==> src/rtl/iob_bus_merge.sv <==
// Merges an instruction and a data IOb master onto one memory port.
// Uses round-robin arbitration with a grant lock that holds a stalled request steady.
module iob_bus_merge #(
  parameter int ADDR_W = 32,
  parameter int DATA_W = 32
) (
  input  logic                clk_i,
  input  logic                rst_n_i,
  input  logic                cke_i,

  input  logic                ibus_avalid_i,
  input  logic [ADDR_W-1:0]   ibus_addr_i,
  input  logic [DATA_W-1:0]   ibus_wdata_i,
  input  logic [DATA_W/8-1:0] ibus_wstrb_i,
  output logic [DATA_W-1:0]   ibus_rdata_o,
  output logic                ibus_rvalid_o,
  output logic                ibus_ready_o,

  input  logic                dbus_avalid_i,
  input  logic [ADDR_W-1:0]   dbus_addr_i,
  input  logic [DATA_W-1:0]   dbus_wdata_i,
  input  logic [DATA_W/8-1:0] dbus_wstrb_i,
  output logic [DATA_W-1:0]   dbus_rdata_o,
  output logic                dbus_rvalid_o,
  output logic                dbus_ready_o,

  output logic                mem_avalid_o,
  output logic [ADDR_W-1:0]   mem_addr_o,
  output logic [DATA_W-1:0]   mem_wdata_o,
  output logic [DATA_W/8-1:0] mem_wstrb_o,
  input  logic [DATA_W-1:0]   mem_rdata_i,
  input  logic                mem_rvalid_i,
  input  logic                mem_ready_i
);

  localparam logic [1:0] IDLE   = 2'd0;
  localparam logic [1:0] WAIT_I = 2'd1;
  localparam logic [1:0] WAIT_D = 2'd2;

  localparam logic GNT_I = 1'b0;
  localparam logic GNT_D = 1'b1;

  logic [1:0] state_reg, state_next;
  logic       last_grant_reg, last_grant_next;
  logic       lock_reg, lock_next;
  logic       lock_grant_reg, lock_grant_next;

  logic       grant;
  logic       arb_en;
  logic       accept;
  logic       is_write;
  logic [1:0] ready_vec;
  logic [1:0] rvalid_vec;

  // A locked grant wins over round-robin so a stalled request cannot be swapped out.
  always_comb begin
    grant = GNT_I;
    if (lock_reg) begin
      grant = lock_grant_reg;
    end else if (ibus_avalid_i && dbus_avalid_i) begin
      grant = ~last_grant_reg;
    end else if (dbus_avalid_i) begin
      grant = GNT_D;
    end
  end

  // Gating with cke_i keeps masters from seeing a handshake that the frozen registers would miss.
  assign arb_en = rst_n_i & cke_i & ((state_reg == IDLE) | mem_rvalid_i);

  always_comb begin
    mem_avalid_o = 1'b0;
    mem_addr_o   = ibus_addr_i;
    mem_wdata_o  = ibus_wdata_i;
    mem_wstrb_o  = ibus_wstrb_i;
    if (grant == GNT_D) begin
      mem_addr_o  = dbus_addr_i;
      mem_wdata_o = dbus_wdata_i;
      mem_wstrb_o = dbus_wstrb_i;
      mem_avalid_o = arb_en & dbus_avalid_i;
    end else begin
      mem_avalid_o = arb_en & ibus_avalid_i;
    end
  end

  assign accept   = mem_avalid_o & mem_ready_i;
  assign is_write = |mem_wstrb_o;

  genvar gi;
  generate
    for (gi = 0; gi < 2; gi++) begin : g_master
      assign ready_vec[gi]  = arb_en & mem_ready_i & (grant == 1'(gi));
      assign rvalid_vec[gi] = rst_n_i & mem_rvalid_i &
                              (state_reg == ((gi == 0) ? WAIT_I : WAIT_D));
    end
  endgenerate

  assign ibus_ready_o  = ready_vec[0];
  assign dbus_ready_o  = ready_vec[1];
  assign ibus_rvalid_o = rvalid_vec[0];
  assign dbus_rvalid_o = rvalid_vec[1];
  assign ibus_rdata_o  = mem_rdata_i;
  assign dbus_rdata_o  = mem_rdata_i;

  // A response in a wait state retires that read; a new read accepted alongside it starts the next wait.
  always_comb begin
    state_next = state_reg;
    if ((state_reg == IDLE) || mem_rvalid_i) begin
      state_next = IDLE;
      if (accept && !is_write) begin
        state_next = (grant == GNT_D) ? WAIT_D : WAIT_I;
      end
    end
  end

  always_comb begin
    lock_next       = lock_reg;
    lock_grant_next = lock_grant_reg;
    last_grant_next = last_grant_reg;
    if (accept) begin
      lock_next       = 1'b0;
      last_grant_next = grant;
    end else if (mem_avalid_o && !mem_ready_i) begin
      lock_next       = 1'b1;
      lock_grant_next = grant;
    end
  end

  always_ff @(posedge clk_i) begin
    if (!rst_n_i) begin
      state_reg      <= IDLE;
      last_grant_reg <= GNT_D;
      lock_reg       <= 1'b0;
      lock_grant_reg <= GNT_I;
    end else if (cke_i) begin
      state_reg      <= state_next;
      last_grant_reg <= last_grant_next;
      lock_reg       <= lock_next;
      lock_grant_reg <= lock_grant_next;
    end
  end

endmodule

==> config.mk <==
export PLATFORM = sky130hd
export DESIGN_NAME = iob_bus_merge
export DESIGN_NICKNAME = d
export VERILOG_FILES = /design/src/rtl/iob_bus_merge.sv
export SDC_FILE = /design/constraint.sdc
export NUM_CORES = 1
export LEC_CHECK = 0
export ABC_AREA = 0
export BUFFER_PORTS_ARGS = -buffer_cell sky130_fd_sc_hd__buf_2
export CAP_MARGIN = 25
export CORE_AREA = 2 2 122 124
export CTS_CLUSTER_SIZE = 28
export DETAILED_ROUTE_END_ITERATION = 7
export DIE_AREA = 0 0 124 126
export PLACE_DENSITY = 0.52
export SLEW_MARGIN = 0
export SYNTH_ARGS = -nofsm -noshare
export SYNTH_HDL_FRONTEND = slang
export SYNTH_SLANG_ARGS = --single-unit
==> constraint.sdc <==
create_clock -name clk_i -period 1.8 [get_ports clk_i]
set_input_delay 0.27 -clock clk_i [delete_from_list [all_inputs] [get_ports clk_i]]
set_output_delay 0.27 -clock clk_i [all_outputs]
set_load 0.03 [all_outputs]
==> impl_metrics.yaml <==
place:
  io_buffers: 215
  placed_area_sq_um: 2700
  gp_congestion: 0.734
  placed_cells: 517
  pre_cts_ws_ns: -0.0990
  dp.final_hpwl_mm: 6.86
worst_setup_path:
  path_common_cell: "buf_6"
  critical-path-slowest-cell: "dfxtp_2"
  startpoint: "lock_reg$_SDFFE_PN0P_"
  r2r_cells: 6
  crit_arrival_ns: 1.71
  start_kind: "flip-flop"
  r2r-start: "lock_reg$_SDFFE_PN0P_"
  cp-end-kind: "output pin"
  r2r-end: "last_grant_reg$_SDFFE_PN1P_"
  worst-path-buf-inv: 3
  ff2ff_setup_slack_ns: 0.37
  cp-endpoint: "mem_wdata_o[6]"
  required_ns: 1.53
  cp.depth: 5
  crit_fanout: 8
  crit_chain: "mux2i_4 > buf_6 > buf_16 > mux2_4 > buf_6"
  slowest_delay_ns: 0.35
  worstSetupPathType: "reg2out"
  path_delay_family: "multiplexers"
yosys:
  synth_top_cell_by_area: "mux2_4"
  async_reset_ff_share_pct: 0
  synth_compound_area_share_pct: 4.06
  avgSynthCellArea_sq_um: 10.2
  synth-simple-area-share_pct: 6.78
  synth-seq-cells: 5
  synthesis.area_sq_um: 1880
  synth_top_family_by_area: "multiplexers"
  synth_edf_count: 0
  ys_top_cells_by_count: "buf_4 (64), mux2_4 (56), mux2_2 (12), nand2_1 (8), buf_6 (7)"
  yosysMostFrequentCell: "buf_4"
  syn-num-nets: 360
  synth.area.mux_share_pct: 53.5
  yosysWarnings: 0
  yosysUniqueCellTypes: 25
  yosysSeqAreaShare_pct: 5.32
  synthAdderAreaFrac_pct: 0
  ys_top_cells_by_area: "mux2_4 (45%), buf_4 (26%), mux2_2 (7.2%)"
  synth_top_area_share_pct: 44.7
  synth_ff_type: "dfxtp_1"
  synthXorXnorAreaFrac_pct: 0
  syn_inst: 185
global_routing:
  top_usage_layer: "met2"
  grt_antenna_before_repair: 0
  grt_overflow: 0
  grt_max_degree: 36
  grt_pass1_vias: 2056
  met1_usage_pct: 10.3
  grt_pass1_wl_mm: 11.2
  grtUsageTotal_pct: 9.43
  grt.met3_usage_pct: 1.63
  grtUsageMet2_pct: 17.6
layout:
  finish.instance_area_sq_um: 3560
  fill_cells: 1542
  drive_above_1_share_pct: 89.8
  final_nets: 528
  diodes: 0
  layout.cells.non_filler: 536
  largest_reg_flops: 2
  synthToLayoutAreaGrowth_pct: 89.1
die:
  fp-row-count: 44
  die_h_um: 126
  die_w_um: 124
  initial_core_util_pct: 13.1
  floorplan.die_area_sq_um: 15600
  core_sq_um: 14300
  pin_count: 312
min_path:
  min_path_cells: 2
  worst_hold_path_type: "in2reg"
sta:
  setup_viol: 68
  rsz0062_at_grt: "yes"
  relSlewSlack_pct: 80.0
  hold_viol_final: 0
  period_share_pct: 110
  tightest_slew_ns: 0.291
  worst_clock_skew_ns: 0.000579
  final.min_clock_period_ns: 1.98
  maxSlewViolCount: 0
  setup_ws_ns: -0.182
  fmax_mhz: 505
routing:
  drt-vias-per-instance: 3.76
  drc: 0
  wl_per_cell_um: 17.2
  routed_wl_mm: 9.21
  firstDrtPassIters: 5
  num_vias: 2018
  postRouteAntennaNets: 0
  drt_iter0_drc: 43
power:
  p_leak_nw: 1.97
  peakVddDrop_mv: 0.220
  powerDensity_nw_per_um2: 528
  p_total_mw: 1.88
cts:
  cts_max_path_buffers: 2
  cts_root_buf: "clkbuf_16"
  clk_pin_slew_worst_paths_ns: 0.03
  cts_buffers: 3
  cts_tree: "done"
  clock_sinks: 5
  cts-htree-levels: 1
  ctsHoldBuffers: 0
  worstSkewPairLatency_ns: 0.23
outcome:
  status: "finished, violations left"
  violations: "negative setup slack"
flow_run:
  max_cap_viol_count: 0
[per-layer routing]
layer  share of wire [%]  up-vias
met4                 2.3        0
met5                   0        -
met1                  39      928
li1                    -      917
met3                  11       19
met2                  48      154
[layout by cell type (no fill, tap or decap)]
cell       netlist  layout
a211oi_1         1       1
a21boi_2         0       1
a21oi_1          6       5
a21oi_2          0       1
a32oi_1          1       1
and3_1           3       2
and3_4           0       1
buf_12           0       2
buf_16           0       2
buf_2            1     144
buf_4           64       6
buf_6            7      74
buf_8            0       2
clkbuf_1         1       1
clkbuf_16        0       8
clkbuf_4         0       1
dfxtp_1          5       2
dfxtp_2          0       3
inv_1            1       1
mux2_4          56      68
mux2i_1          3       2
mux2i_4          0       1
nand2_1          8       8
nand2b_1         1       1
nand3b_1         1       1
nor2_1           4       4
nor3_2           0       1
nor3b_1          2       2
nor3b_2          1       1
nor4b_1          2       2
o211a_1          1       1
o21ai_0          1       1
o21bai_1         1       1
[cell type report]
type | count | area [sq um] | area share (%)
flip-flops and latches | 5 | 104 | 2.92
repair buffers | 236 | 1860 | 52.2
well taps | 184 | 230 | 6.47
inverters | 1 | 3.75 | 0.105
clock buffers | 4 | 78.8 | 2.22
multi-input cells | 106 | 1280 | 36.1
[worst min path at each step]
stage / start / endpoint / slack, ns
2_1_floorplan: mem_ready_i / lock_grant_reg$_SDFFE_PN0P_ / 0.45
3_3_place_gp: state_reg[1]$_SDFFE_PN0P_ / state_reg[1]$_SDFFE_PN0P_ / 0.52
3_5_place_dp: state_reg[1]$_SDFFE_PN0P_ / state_reg[1]$_SDFFE_PN0P_ / 0.52
4_1_cts: rst_n_i / last_grant_reg$_SDFFE_PN1P_ / 0.33
5_1_grt: rst_n_i / last_grant_reg$_SDFFE_PN1P_ / 0.36
6_report: rst_n_i / last_grant_reg$_SDFFE_PN1P_ / 0.33
[logic make-up (layout without fill, tap and decap cells)]
group	Yosys count	count (layout)
simple gates	23	23
compound gates	12	12
mux	71	71
flops	5	5
buf+inv	74	241
[report_power, final]
group	switching (mW)	internal (mW)
registers	0.00530	0.117
clock network	0.0737	0.294
logic	0.651	0.737
total	0.730	1.15
[metrics by stage]
stage	util, %	hold WS, ns	setup TNS, ns
4_1_cts	22.4	0.333	-10.12
6_report	24.9	0.334	-10.20
3_5_place_dp	18.9	0.520	-2.95
2_1_floorplan	-	0.449	0
3_3_place_gp	18.9	0.518	-2.21
5_1_grt	24.9	0.362	-13.83
[timing repair]
item | in CTS | in global routing
cloned | 2 | 7
resized for setup | 115 | 70
pin swaps | 0 | 1
buffers inserted | 2 | 4
endpoints found under the setup margin | 71 | 71
Note: power is estimated with default switching activity, not from simulation.
